<file path="src/rtl/tx_ethernet_arbiter.sv">
`default_nettype none
// ============================================================================
// Module   : tx_ethernet_arbiter
// Purpose  : Shares one Ethernet TX framer between two frame sources
//            (src0 = ARP reply, src1 = IPv4). Round-robin arbitration with
//            the grant held for a whole frame, header latching, registered
//            payload pass-through, inter-frame gap and silent-owner timeout.
// Ports    : TX_CLK / rst            - clock, synchronous active-high reset
//            srcN_req                - frame request (level)
//            srcN_dst_mac/len_type   - header fields, stable while req=1
//            srcN_data_v / srcN_data - payload octet stream
//            srcN_gnt                - source N owns the framer
//            tx_start                - one-cycle pulse, header outputs valid
//            tx_dst_mac/tx_len_type  - latched header to framer
//            tx_data_v / tx_data     - payload to framer (1-cycle latency)
//            tx_done                 - framer finished the frame (incl. FCS)
//            owner                   - current/last granted source index
//            arb_timeout_irq         - pulse when a grant is revoked by timeout
// Revision : 1.0 - initial release
// ============================================================================
module tx_ethernet_arbiter #(
    parameter int          OCT     = 8,
    parameter int          IFG_CYC = 12,
    parameter logic [15:0] TIMEOUT = 16'd1024
) (
    input  logic             TX_CLK,
    input  logic             rst,
    input  logic             src0_req,
    input  logic [OCT*6-1:0] src0_dst_mac,
    input  logic [OCT*2-1:0] src0_len_type,
    input  logic             src0_data_v,
    input  logic [OCT-1:0]   src0_data,
    output logic             src0_gnt,
    input  logic             src1_req,
    input  logic [OCT*6-1:0] src1_dst_mac,
    input  logic [OCT*2-1:0] src1_len_type,
    input  logic             src1_data_v,
    input  logic [OCT-1:0]   src1_data,
    output logic             src1_gnt,
    output logic             tx_start,
    output logic [OCT*6-1:0] tx_dst_mac,
    output logic [OCT*2-1:0] tx_len_type,
    output logic             tx_data_v,
    output logic [OCT-1:0]   tx_data,
    input  logic             tx_done,
    output logic             owner,
    output logic             arb_timeout_irq
);

    typedef enum logic [1:0] {
        IDLE      = 2'd0,
        STREAM    = 2'd1,
        WAIT_DONE = 2'd2,
        IFG       = 2'd3
    } state_t;

    localparam logic [15:0] c_ifg_load  = 16'(IFG_CYC - 1);
    localparam logic [15:0] c_tout_last = TIMEOUT - 16'd1;

    state_t             r_state,       w_state_nxt;
    logic               r_ptr,         w_ptr_nxt;
    logic               r_seen,        w_seen_nxt;
    logic [15:0]        r_tout_cnt,    w_tout_cnt_nxt;
    logic [15:0]        r_ifg_cnt,     w_ifg_cnt_nxt;
    logic [1:0]         r_gnt,         w_gnt_nxt;
    logic               r_tx_start,    w_tx_start_nxt;
    logic [OCT*6-1:0]   r_tx_dst_mac,  w_tx_dst_mac_nxt;
    logic [OCT*2-1:0]   r_tx_len_type, w_tx_len_type_nxt;
    logic               r_tx_data_v,   w_tx_data_v_nxt;
    logic [OCT-1:0]     r_tx_data,     w_tx_data_nxt;
    logic               r_owner,       w_owner_nxt;
    logic               r_irq,         w_irq_nxt;

    logic               w_winner;
    logic               w_own_dv;
    logic [OCT-1:0]     w_own_data;

    // Pointer source wins if it requests, otherwise the other one does.
    // Only meaningful when at least one request is high.
    assign w_winner   = r_ptr ? src1_req : ~src0_req;
    assign w_own_dv   = r_owner ? src1_data_v : src0_data_v;
    assign w_own_data = r_owner ? src1_data   : src0_data;

    always_comb begin
        w_state_nxt       = r_state;
        w_ptr_nxt         = r_ptr;
        w_seen_nxt        = r_seen;
        w_tout_cnt_nxt    = r_tout_cnt;
        w_ifg_cnt_nxt     = r_ifg_cnt;
        w_gnt_nxt         = r_gnt;
        w_tx_start_nxt    = 1'b0;
        w_tx_dst_mac_nxt  = r_tx_dst_mac;
        w_tx_len_type_nxt = r_tx_len_type;
        w_tx_data_v_nxt   = 1'b0;
        w_tx_data_nxt     = r_tx_data;
        w_owner_nxt       = r_owner;
        w_irq_nxt         = 1'b0;

        case (r_state)
            IDLE: begin
                if (src0_req || src1_req) begin
                    w_gnt_nxt         = w_winner ? 2'b10 : 2'b01;
                    w_tx_start_nxt    = 1'b1;
                    w_owner_nxt       = w_winner;
                    w_tx_dst_mac_nxt  = w_winner ? src1_dst_mac  : src0_dst_mac;
                    w_tx_len_type_nxt = w_winner ? src1_len_type : src0_len_type;
                    w_ptr_nxt         = ~w_winner;
                    w_seen_nxt        = 1'b0;
                    w_tout_cnt_nxt    = 16'd0;
                    w_state_nxt       = STREAM;
                end
            end

            STREAM: begin
                w_tx_data_v_nxt = w_own_dv;
                w_tx_data_nxt   = w_own_data;
                if (w_own_dv) begin
                    w_seen_nxt = 1'b1;
                end else if (r_seen) begin
                    // First gap after payload started marks the frame end.
                    w_gnt_nxt   = 2'b00;
                    w_state_nxt = WAIT_DONE;
                end else if (r_tout_cnt == c_tout_last) begin
                    // Owner never produced an octet: the framer was never
                    // started on payload, so no tx_done will come.
                    w_gnt_nxt     = 2'b00;
                    w_irq_nxt     = 1'b1;
                    w_ifg_cnt_nxt = c_ifg_load;
                    w_state_nxt   = IFG;
                end else begin
                    w_tout_cnt_nxt = r_tout_cnt + 16'd1;
                end
            end

            WAIT_DONE: begin
                if (tx_done) begin
                    w_ifg_cnt_nxt = c_ifg_load;
                    w_state_nxt   = IFG;
                end
            end

            IFG: begin
                if (r_ifg_cnt == 16'd0) begin
                    w_state_nxt = IDLE;
                end else begin
                    w_ifg_cnt_nxt = r_ifg_cnt - 16'd1;
                end
            end

            default: begin
                w_state_nxt = IDLE;
            end
        endcase
    end

    always_ff @(posedge TX_CLK) begin
        if (rst) begin
            r_state       <= IDLE;
            r_ptr         <= 1'b0;
            r_seen        <= 1'b0;
            r_tout_cnt    <= 16'd0;
            r_ifg_cnt     <= 16'd0;
            r_gnt         <= 2'b00;
            r_tx_start    <= 1'b0;
            r_tx_dst_mac  <= '0;
            r_tx_len_type <= '0;
            r_tx_data_v   <= 1'b0;
            r_tx_data     <= '0;
            r_owner       <= 1'b0;
            r_irq         <= 1'b0;
        end else begin
            r_state       <= w_state_nxt;
            r_ptr         <= w_ptr_nxt;
            r_seen        <= w_seen_nxt;
            r_tout_cnt    <= w_tout_cnt_nxt;
            r_ifg_cnt     <= w_ifg_cnt_nxt;
            r_gnt         <= w_gnt_nxt;
            r_tx_start    <= w_tx_start_nxt;
            r_tx_dst_mac  <= w_tx_dst_mac_nxt;
            r_tx_len_type <= w_tx_len_type_nxt;
            r_tx_data_v   <= w_tx_data_v_nxt;
            r_tx_data     <= w_tx_data_nxt;
            r_owner       <= w_owner_nxt;
            r_irq         <= w_irq_nxt;
        end
    end

    assign src0_gnt        = r_gnt[0];
    assign src1_gnt        = r_gnt[1];
    assign tx_start        = r_tx_start;
    assign tx_dst_mac      = r_tx_dst_mac;
    assign tx_len_type     = r_tx_len_type;
    assign tx_data_v       = r_tx_data_v;
    assign tx_data         = r_tx_data;
    assign owner           = r_owner;
    assign arb_timeout_irq = r_irq;

endmodule
`default_nettype wire

</file>
<file path="config.mk">
export PLATFORM = sky130hd
export DESIGN_NAME = tx_ethernet_arbiter
export DESIGN_NICKNAME = d
export VERILOG_FILES = /design/src/rtl/tx_ethernet_arbiter.sv
export SDC_FILE = /design/constraint.sdc
export NUM_CORES = 1
export LEC_CHECK = 0
export BUFFER_PORTS_ARGS = -buffer_cell sky130_fd_sc_hd__buf_2
export CORE_ASPECT_RATIO = 1.4
export CORE_MARGIN = 2
export CORE_UTILIZATION = 30
export CTS_CLUSTER_SIZE = 10
export DETAILED_ROUTE_END_ITERATION = 12
export PLACE_DENSITY = 0.52
export SLEW_MARGIN = 15
export SYNTH_ARGS = -nofsm -noshare
export SYNTH_HDL_FRONTEND = slang
export SYNTH_SLANG_ARGS = --single-unit
</file>
<file path="constraint.sdc">
create_clock -name TX_CLK -period 3.6 [get_ports TX_CLK]
set_input_delay 0.18 -clock TX_CLK [delete_from_list [all_inputs] [get_ports TX_CLK]]
set_output_delay 0.18 -clock TX_CLK [all_outputs]
set_load 0.005 [all_outputs]
</file>
After elaboration in Yosys (flattened, before gate mapping)
Cells that the tools add are included.

storage, ports and cells
  register bits = 114
  input bits = 151
  output and inout bits = 78
  logic and storage cells = 81

operators by class
  add/subtract/negate cells = 2
  equality and inequality tests = 14
  multiplexer cells = 34
  bitwise gates (word level) = 4
  reductions and logical operators = 14

operator list
  kind                                                                     count
  16-bit two-way mux                                                       10
  48-bit two-way mux                                                       1
  16-bit case mux with 3 select lines                                      1
  16-bit case mux with 2 select lines                                      1
  2-bit two-way mux                                                        11
  2-bit inequality test, second input constant                             9
  16-bit by 1-bit adder with 16-bit output, second input constant          1
  16-bit by 10-bit equality test with 1-bit output, second input constant  1
  16-bit logical NOT                                                       1
  16-bit by 1-bit subtractor with 16-bit output, second input constant     1
  5-bit AND reduction                                                      2
  8-bit two-way mux                                                        1
  2-bit case mux with 4 select lines                                       1
  1-bit two-way mux                                                        6
  6-bit AND reduction                                                      1
  2-bit equality test, second input constant                               2
  1-bit inverter                                                           4
  2-bit case mux with 2 select lines                                       1
  4-bit AND reduction                                                      1
  2-bit OR reduction                                                       2
  4-bit OR reduction                                                       1
  3-bit inequality test, second input constant                             1
  3-bit AND reduction                                                      1
  3-bit nonzero test                                                       1
  other kinds (6)                                                          6

Depth between registers and ports, before layout
Gate-level depths: netlist (run 1).

  word-level depth = 5
  depth in mapped cells = 9
  gate-level depth less buffers = 7

Worst setup path before layout (run 1)
OpenSTA, ideal clock, no wires.

  path type = register to register
  start = reg r_owner (netlist: owner)
  end = reg r_tout_cnt[6]
  arrival = 2,094 ps
  required time = 3,530 ps
  path slack = 1,435 ps
  stages on the path, launching flop included = 8
  buffers on the path = 2
  period minus slack after synthesis = 2,165 ps
  path through = dfxtp_1 -> buf_6 -> mux2_4 -> or2_1 -> o32a_1 -> clkbuf_1 -> or4_1 -> a21oi_1

on the way
  longest elaborated chain between the ends = 3

ends and longest elaborated chain
  element                          line  text
  from (decl)                      71    logic r_owner, w_owner_nxt;
  from (signal assigned)           183   r_owner <= w_owner_nxt;
  1-bit two-way mux                81    assign w_own_dv = r_owner ? src1_data_v : src0_data_v;
  2-bit inequality test (no line)  -
  5-bit AND reduction (no line)    -
  to (signal assigned)             175   r_tout_cnt <= w_tout_cnt_nxt;
  to (decl)                        63    logic [15:0] r_tout_cnt, w_tout_cnt_nxt;

No other way between the ends.
A chain may end at the register's enable or synchronous reset.

Final worst setup path (run 1)
  start = reg r_tout_cnt[0]
  end = reg r_tout_cnt[10]

on the way
  longest elaborated chain between the ends = 5

ends and longest elaborated chain
  element                                   line  text
  16-bit by 1-bit adder with 16-bit output  131   w_tout_cnt_nxt = r_tout_cnt + 16'd1;
  16-bit two-way mux                        123   end else if (r_tout_cnt == c_tout_last) begin
  16-bit two-way mux                        119   end else if (r_seen) begin
  16-bit two-way mux                        117   if (w_own_dv) begin
  16-bit case mux with 2 select lines       99    case (r_state)

Parallel ways exist; a longest one is shown, timed or not. The select of a mux whose other input is x is not followed.

==> results of run 1 <==
==> power breakdown <==
part | switching (mW) | internal [mW] | total, mW
Combinational | 1.49 | 1.05 | 2.54
Sequential | 0.260 | 1.68 | 1.94
Clock | 0.572 | 1.08 | 1.65
==> path summary, 6_finish.rpt <==
check / to / start / cells after the start / slack, ns
setup / recovery: r_tout_cnt[10]$_SDFFE_PP0P_ / r_tout_cnt[0]$_SDFFE_PP0P_ / 6 / 0.88
hold / removal: tx_len_type[4]$_SDFFE_PP0P_ / src1_len_type[4] / 3 / 0.11
hold reg to reg: r_gnt[0]$_SDFFE_PP0P_ / r_gnt[0]$_SDFFE_PP0P_ / 2 / 0.47
setup reg to reg: r_tout_cnt[10]$_SDFFE_PP0P_ / r_tout_cnt[0]$_SDFFE_PP0P_ / 6 / 0.88
==> critical path, stage by stage (launching register included) <==
cell	delay, ns
dfxtp_1	0.41
ha_1	0.22
nand3_1	0.25
nor4_4	0.57
o32a_1	0.79
o21ai_0	0.22
a21oi_1	0.17
==> cell families after synthesis <==
| family | share of synthesized area, % |
|---|---|
| AOI/OAI and AO/OA | 18.63 |
| xor gates and xnor gates | 0.3273 |
| adders and majority gates | 1.636 |
| buffers and inverters | 3.880 |
| DFF | 42.64 |
| muxes | 14.70 |
| and+or+nand+nor | 18.19 |
==> sequential cells by signal (all words and copies together) (netlist names) <==
signal / count
tx_data: 8
r_tout_cnt: 16
r_ifg_cnt: 16
r_state: 2
tx_start: 1
arb_timeout_irq: 1
tx_data_v: 1
tx_dst_mac: 48
r_ptr: 1
r_seen: 1
owner: 1
tx_len_type: 16
r_gnt: 2
==> synth_stat cells, drive strengths merged (4+ instances only) <==
cell	n	share of area [%]
a211oi	73	10
a21oi	29	2.7
and3	5	0.63
buf	13	1.4
clkbuf	27	1.9
dfxtp	114	43
ha	7	1.6
inv	9	0.63
mux2i	76	14
nand2	19	1.4
nand3	9	0.84
nand4	9	1.1
nor2	89	6.2
nor3b	4	0.56
nor4	6	0.98
o21ai	23	2.2
o31ai	5	0.70
or2	5	0.58
or3	19	2.2
or4	9	1.3
==> per-layer routing <==
metal	vias up	global-route usage (%)	part of all wire (%)
li1	2609	-	-
met1	2284	17.23	41
met2	161	27.38	51
met3	20	5.187	6.2
met4	0	5.936	2.0
met5	-	0	0
==> area by class of cell <==
type,instances,share of cell area (%)
clock buffers,20,5.987
clock inverters,11,1.904
inverters,9,0.4632
multi-input cells,424,39.53
flip-flops and latches,114,31.29
well taps,236,4.049
repair buffers,234,16.78
==> metrics by stage <==
stage                     area [sq um]  power [mW]
after floorplan                   5353       3.677
after global placement            6718       4.435
after detailed placement          6718       4.523
after CTS                         7293       6.210
after global routing              7293       6.609
final                             7293       6.131
==> results_dict.tcl, run 1 <==
set metrics [dict create \
    num_vias 5074 \
    dr.pass1.iters 6 \
    grt_overflow 0 \
    cts_sinks 114 \
    yosysWarnings 0 \
    finClkSkew_ns 0.009499 \
    cts_htree_levels 4 \
    gp_congestion 0.7735 \
    synth_ff_type "dfxtp_1" \
    worstPathRequired_ns 3.92 \
    cts.clk_slew.worst_paths_ns 0.06 \
    wl_microns 14620 \
    track_usage_pct 15.62 \
    n_antenna_cell 0 \
    critPathKind "reg2reg" \
    seq_area_frac_synth_pct 42.64 \
    dp.final_hpwl_microns 10800 \
    fill_cells 1766 \
    worst_slew_pin_slew_ns 1.073 \
    fin_cells 1048 \
    ctsResizeCount 0 \
    syn_area_per_cell_sq_um 9.119 \
    die_x_microns 116.9 \
    crit_arrival_ns 3.04 \
    ant_nets 0 \
    setup_ws_ns 0.8833 \
    viasPerCell 4.842 \
    initial_utilization_pct 30.76 \
    maxSlewViolCount 0 \
    post-cts-setup-buffer-count 0 \
    async_flop_share_pct 0 \
    final_util_pct 41.91 \
    p_per_area_nw_per_um2 840.7 \
    postCtsHoldBufs 0 \
    clock_path_buffers 2 \
    vdd_drop_max_mv 0.4743 \
    cts_tree "built" \
    seq_area_sq_um 2282 \
    crit_fanout 29 \
    ys_seq_elements 114 \
    multi_input_area_sq_um 2883 \
    timing.fmax_ghz 0.3681 \
    whs_ns 0.1099 \
    antenna_found_initial 0 \
    placed_cells 1017 \
    syn_nets 745 \
    floorplan.die_area_sq_um 18940 \
    slew_headroom_pct 28.02 \
    fin_crit_sh_pct 75.46 \
    clockRootBuffer "clkbuf_16" \
    netlist_area_sq_um 5353 \
    outcome "finished clean" \
    rsz0062_at_grt "false" \
    drv_cap 0 \
    finalSetupTns_ns 0 \
    yosysUniqueCellTypes 55 \
    critPathLaunchType "register" \
    grt_pass1_vias 4966 \
    nets 958 \
    grt_pass1_wl_microns 23340 \
    wl_per_cell_microns 13.95 \
    leakagePower_nw 3.288 \
    layout_commonest_cell "buf_2" \
    endpoint_kind "register" \
    grt_max_degree 130 \
    die_y_microns 162.0 \
    setup-violations-final 0 \
    numCtsBuffers 17 \
    synth-edff-count 0 \
    final_hold_viol_count 0 \
    final_cell_mix "buf_2 (228), dfxtp_1 (114), nor2_1 (88)" \
    period_needed_ns 2.717 \
    synthCells 587 \
    io_pins 229 \
    layout-drive-gt1-share_pct 34.48 \
    pre_cts_slack_ns 0.9279 \
    rows 57 \
    area_growth_pct 36.26 \
    coreArea_sq_um 17400 \
    dr.first_iter.drc_count 159 \
    hold_path.class "in2reg" \
    drc 0 \
    clk_latency_ns 0.41 \
    io_buffer_count 228 \
]
Note: power is estimated with default switching activity, not from simulation.
==> inputs of run 2 (changes only) <==
==> constraint.sdc (replaced) <==
create_clock -name TX_CLK -period 2.9 [get_ports TX_CLK]
set_input_delay 0.145 -clock TX_CLK [delete_from_list [all_inputs] [get_ports TX_CLK]]
set_output_delay 0.145 -clock TX_CLK [all_outputs]
set_load 0.005 [all_outputs]
==> run 2 against run 1 <==
Effect of this change: first-iteration DRC count is 41% higher; via count grew 1.4%; largest power group unchanged; flip-flop and latch count is the same; wire length up 0.59%; fmax up 12%; sequential share of layout area fell by 0.16 points; critical endpoint is now r_ifg_cnt[14]$_SDFFE_PP0P_; critical path depth shrank 1.
==> results_dict.tcl, run 2 (synthesis gave the netlist of run 1 again) <==
set metrics [dict create \
    drc 0 \
    p_per_area_nw_per_um2 1031 \
    worstHoldEndpoint "tx_data[4]$_SDFFE_PP0P_" \
    ctsResizeCount 0 \
    nets 965 \
    r2r_end "r_ifg_cnt[14]$_SDFFE_PP0P_" \
    min_from "src0_data[4]" \
    dp.final_hpwl_microns 11030 \
    maxSlewViolCount 0 \
    track_usage_pct 15.60 \
    crit_chain "or4_4 > o41ai_4 > nand2_2 > or4_1 > a21oi_1" \
    grt_max_degree 129 \
    period_needed_ns 2.418 \
    critPathKind "reg2reg" \
    grt_pass1_vias 5012 \
    coreArea_sq_um 17400 \
    die_x_microns 116.9 \
    setup_ws_ns 0.4820 \
    power.internal_mw 4.662 \
    crit_arrival_ns 2.74 \
    postCtsHoldBufs 0 \
    worst_slew_pin_slew_ns 0.8985 \
    crit_fanout 14 \
    layout_commonest_cell "buf_2" \
    timing.fmax_ghz 0.4136 \
    final_hold_viol_count 0 \
    clockRootBuffer "clkbuf_16" \
    vdd_drop_max_mv 0.5197 \
    fin_crit_sh_pct 83.38 \
    seq_area_sq_um 2282 \
    grt_overflow 0 \
    wl_microns 14710 \
    largest_reg_flops 48 \
    num_vias 5144 \
    post-cts-setup-buffer-count 0 \
    r2r_slack_ns 0.48 \
    n_antenna_cell 0 \
    finClkSkew_ns 0.007782 \
    multi_input_area_sq_um 2883 \
    setup-violations-final 0 \
    floorplan.die_area_sq_um 18940 \
    die_y_microns 162.0 \
    clock_path_buffers 2 \
    r2r-start "r_tout_cnt[11]$_SDFFE_PP0P_" \
    layout-drive-gt1-share_pct 35.37 \
    area_growth_pct 36.96 \
    endpoint_kind "register" \
    cts_htree_levels 4 \
    dr.pass1.iters 4 \
    cts_sinks 114 \
    io_buffer_count 228 \
    clkPwrFrac_pct 26.2 \
    cts_tree "built" \
    worstPathRequired_ns 3.22 \
    leakagePower_nw 3.313 \
    rsz0062_at_grt "false" \
    combPwrFrac_pct 42.0 \
    final_cell_mix "buf_2 (228), dfxtp_1 (114), nor2_1 (88)" \
    pre_cts_slack_ns 0.4994 \
    fill_cells 1790 \
    rows 57 \
    ant_nets 0 \
    critPathLaunchType "register" \
    cpPeakStageDelay_ns 0.57 \
    min_path_cells 3 \
    numCtsBuffers 17 \
    grt_pass1_wl_microns 23560 \
    gp_congestion 0.7785 \
    antenna_found_initial 0 \
    finalSetupTns_ns 0 \
    outcome "finished clean" \
    drv_cap 0 \
    viasPerCell 4.871 \
    slowest_stage "or4_4" \
    pwr-share-seq_pct 31.9 \
    io_pins 229 \
    clk_latency_ns 0.41 \
    cts.clk_slew.worst_paths_ns 0.05 \
    hold_path.class "in2reg" \
    worstRegToRegCells 5 \
    wl_per_cell_microns 13.93 \
    initial_utilization_pct 30.76 \
    netSwitchingPower_mw 2.893 \
    slew_headroom_pct 40.10 \
    p_sw_share_pct 38.29 \
    dr.first_iter.drc_count 224 \
    p_total_mw 7.555 \
]
[run 2: cell types whose count changed in the layout (fill, tap and decap cells not counted)]
cell / before / now
bufinv_16: 3 / 1
buf_12: 3 / 2
clkbuf_1: 3 / 1
clkinvlp_4: 2 / 3
buf_4: 3 / 11
clkbuf_8: 0 / 3
clkinv_4: 1 / 2
inv_6: 0 / 2
clkinv_2: 5 / 3
[run 2: metal layers]
metal / global-route usage [%] / part of all wire (%) / vias to the layer above
met4: 5.027 / 1.3 / 0
met5: 0 / 0 / -
met3: 4.851 / 5.8 / 14
met1: 17.19 / 40 / 2352
met2: 28.03 / 53 / 160
li1: - / - / 2618
[run 2: through the flow]
stage | instance area (sq um) | instances | hold slack (ns) | util, %
4_1_cts | 7331 | 1056 | 0.05791 | 42.13
5_1_grt | 7331 | 1056 | 0.08336 | 42.13
3_3_place_gp | 6758 | 1024 | 0.4606 | 38.83
3_5_place_dp | 6758 | 1024 | 0.4713 | 38.83
2_1_floorplan | 5353 | 587 | 0.3545 | -
6_report | 7331 | 1056 | 0.07550 | 42.13
[run 2: cell type report]
type	instances	share of cell area [%]
multi-input cells	424	39.32
repair buffers	241	17.24
well taps	236	4.028
clock buffers	21	6.417
flip-flops and latches	114	31.13
clock inverters	11	1.400
inverters	9	0.4608
[run 2: worst max-delay path by stage]
stage | from | to | slack [ns] | cells after the start
floorplan | owner$_SDFFE_PP0P_ | r_tout_cnt[6]$_SDFFE_PP0P_ | 0.74 | 7
global placement | r_tout_cnt[10]$_SDFFE_PP0P_ | r_ifg_cnt[15]$_SDFFE_PP0P_ | 0.57 | 5
detailed placement | r_tout_cnt[11]$_SDFFE_PP0P_ | r_ifg_cnt[14]$_SDFFE_PP0P_ | 0.50 | 5
CTS | r_tout_cnt[11]$_SDFFE_PP0P_ | r_ifg_cnt[14]$_SDFFE_PP0P_ | 0.47 | 5
global route | r_tout_cnt[11]$_SDFFE_PP0P_ | r_ifg_cnt[15]$_SDFFE_PP0P_ | 0.35 | 5
finish | r_tout_cnt[11]$_SDFFE_PP0P_ | r_ifg_cnt[14]$_SDFFE_PP0P_ | 0.48 | 5
[run 2: power groups by stage]
stage	Combinational (mW)	Sequential, mW	Clock [mW]
detailed placement	3.19	2.43	0
global placement	3.11	2.42	0
CTS	3.20	2.41	2.03
finish	3.17	2.41	1.98
global route	3.56	2.49	2.11
floorplan	2.13	2.43	0
[run 2: worst max-delay path: cells and delay by family, from the launching register on]
| kind | cells | cell delay, ns |
|---|---|---|
| compound gates | 2 | 0.62 |
| flops | 1 | 0.35 |
| simple gates | 3 | 1.37 |
==> inputs of run 3 (changes only) <==
--- a/config.mk
+++ b/config.mk
@@ -11,7 +11,7 @@
 export CORE_UTILIZATION = 30
 export CTS_CLUSTER_SIZE = 10
 export DETAILED_ROUTE_END_ITERATION = 12
-export PLACE_DENSITY = 0.52
+export PLACE_DENSITY = 0.54
 export SLEW_MARGIN = 15
 export SYNTH_ARGS = -nofsm -noshare
 export SYNTH_HDL_FRONTEND = slang
==> constraint.sdc (replaced) <==
create_clock -name TX_CLK -period 2 [get_ports TX_CLK]
set_input_delay 0.1 -clock TX_CLK [delete_from_list [all_inputs] [get_ports TX_CLK]]
set_output_delay 0.1 -clock TX_CLK [all_outputs]
set_load 0.005 [all_outputs]
==> run 3 against run 2 <==
Effect of this change: the flow now finishes with violations (negative setup slack); sequential power increased by 45%; clock power up 69%; highest routed layer unchanged; global-route usage is 0.78 points higher; wire length up 6.5%; final area is 13% higher; die area stayed put; via count rose by 4.5%; count of clock-buffer cells in the layout is 3 lower; non-clock buffer count up 81; utilization up 5.6 points.
==> results_dict.tcl, run 3 (synthesis gave the netlist of run 1 again) <==
set metrics [dict create \
    combPwrFrac_pct 48.4 \
    ant_nets 0 \
    setup_ws_ns -0.1002 \
    finClkSkew_ns 0.01137 \
    layout_commonest_cell "buf_2" \
    leakagePower_nw 3.826 \
    largest_reg_flops 48 \
    endpoint_kind "register" \
    gp_congestion 0.8399 \
    fin_cells 1137 \
    critPathLaunchType "register" \
    outcome "finished with violations" \
    antenna_found_initial 0 \
    postCtsHoldBufs 0 \
    hold_path.class "in2reg" \
    wl_microns 15660 \
    clk_latency_ns 0.42 \
    viasPerCell 4.729 \
    final_util_pct 47.77 \
    placed_cells 1093 \
    num_vias 5377 \
    clockRootBuffer "clkbuf_16" \
    initial_utilization_pct 30.76 \
    fill_cells 1771 \
    cts.clk_slew.worst_paths_ns 0.06 \
    coreArea_sq_um 17400 \
    drc 0 \
    failed_checks "negative setup slack" \
    layout-drive-gt1-share_pct 46.06 \
    wl_per_cell_microns 13.77 \
    dr.first_iter.drc_count 191 \
    crit_fanout 6 \
    nets 1046 \
    io_pins 229 \
    final_area_sq_um 8313 \
    r2r_slack_ns -0.10 \
    maxSlewViolCount 0 \
    grt_pass1_wl_microns 24670 \
    area_growth_pct 55.31 \
    grt_pass1_vias 5190 \
    drv_cap 0 \
    placed_cell_area_sq_um 7320 \
    die_x_microns 116.9 \
    slew_headroom_pct 66.24 \
    rsz0062_at_grt "true" \
    cts_tree "built" \
    numCtsBuffers 17 \
    pre_cts_slack_ns -0.09960 \
    dp.final_hpwl_microns 11630 \
    clkPwrFrac_pct 25.2 \
    worstPathRequired_ns 2.34 \
    vdd_drop_max_mv 0.6052 \
    multi_input_area_sq_um 3104 \
    pwr-share-seq_pct 26.4 \
    final_hold_viol_count 0 \
    clock_path_buffers 2 \
    cts_sinks 114 \
    netSwitchingPower_mw 4.755 \
    p_total_mw 13.25 \
    p_per_area_nw_per_um2 1594 \
    power.internal_mw 8.493 \
    timing.fmax_ghz 0.4761 \
    die_y_microns 162.0 \
    track_usage_pct 16.38 \
    seq_area_sq_um 2295 \
    dr.pass1.iters 4 \
    crit_arrival_ns 2.44 \
    grt_max_degree 44 \
    critPathKind "reg2reg" \
    worst_slew_pin_slew_ns 0.5063 \
    grt_overflow 0 \
    final_cell_mix "buf_2 (230), dfxtp_1 (108), nor2_1 (88)" \
    period_needed_ns 2.100 \
    rows 57 \
    cts_htree_levels 4 \
    p_sw_share_pct 35.89 \
    setup-violations-final 15 \
    n_antenna_cell 0 \
    io_buffer_count 228 \
    fin_crit_sh_pct 105.0 \
    floorplan.die_area_sq_um 18940 \
]
[run 3: cell count changes in the layout (fill, tap and decap cells not counted), moves of 6 or more]
cell / previous run / this run
buf_4: 11 / 79
a21oi_1: 29 / 19
a21oi_2: 0 / 10
buf_6: 0 / 8
dfxtp_1: 114 / 108
[run 3: cell type report]
type,instances,area share [%]
clock buffers,18,5.283
clock inverters,14,2.544
inverters,9,0.4064
multi-input cells,424,37.34
flip-flops and latches,114,27.60
well taps,236,3.552
repair buffers,322,23.27
[run 3: repair_timing]
item	CTS	global route
gates cloned	0	4
pin swaps	4	20
gates resized for setup	11	54
buffers inserted	2	7
setup endpoints to repair	25	32
[run 3: metal layers]
metal | vias up | wire length, microns | global-route usage, %
li1 | 2779 | - | -
met1 | 2424 | 6511 | 18.74
met2 | 155 | 8171 | 28.85
met3 | 19 | 731 | 4.366
met4 | 0 | 245 | 5.936
met5 | - | 0 | 0
[run 3: critical path, cell delays in order (launching register included)]
cell,delay [ns]
dfxtp_2,0.34
mux2_4,0.33
or2_4,0.24
o32a_4,0.43
buf_6,0.14
or4_4,0.41
a21oi_2,0.14
[run 3: final timing paths]
path | from | end | cells after the start
worst max-delay path | owner$_SDFFE_PP0P_ | r_tout_cnt[6]$_SDFFE_PP0P_ | 6
worst min-delay path | src1_len_type[10] | tx_len_type[10]$_SDFFE_PP0P_ | 3
worst max register to register | owner$_SDFFE_PP0P_ | r_tout_cnt[6]$_SDFFE_PP0P_ | 6
worst min register to register | tx_data[7]$_SDFFE_PP0P_ | tx_data[7]$_SDFFE_PP0P_ | 2
[run 3: power by group through the flow]
stage | clock network [mW] | logic, mW | registers, mW
2_1_floorplan | 0 | 3.11 | 3.52
3_3_place_gp | 0 | 5.60 | 3.48
3_5_place_dp | 0 | 5.65 | 3.49
4_1_cts | 3.42 | 5.81 | 3.47
5_1_grt | 3.53 | 7.06 | 3.60
6_report | 3.34 | 6.41 | 3.50
[run 3: stage by stage]
| step | setup TNS [ns] | hold slack [ns] |
|---|---|---|
| after detailed placement | -1.051 | 0.4507 |
| after CTS | -0.4871 | 0.0007954 |
| after floorplan | -0.07027 | 0.3095 |
| final | -0.4960 | 0.01154 |
| after global placement | -0.3006 | 0.4397 |
| after global routing | -1.999 | 0.02581 |
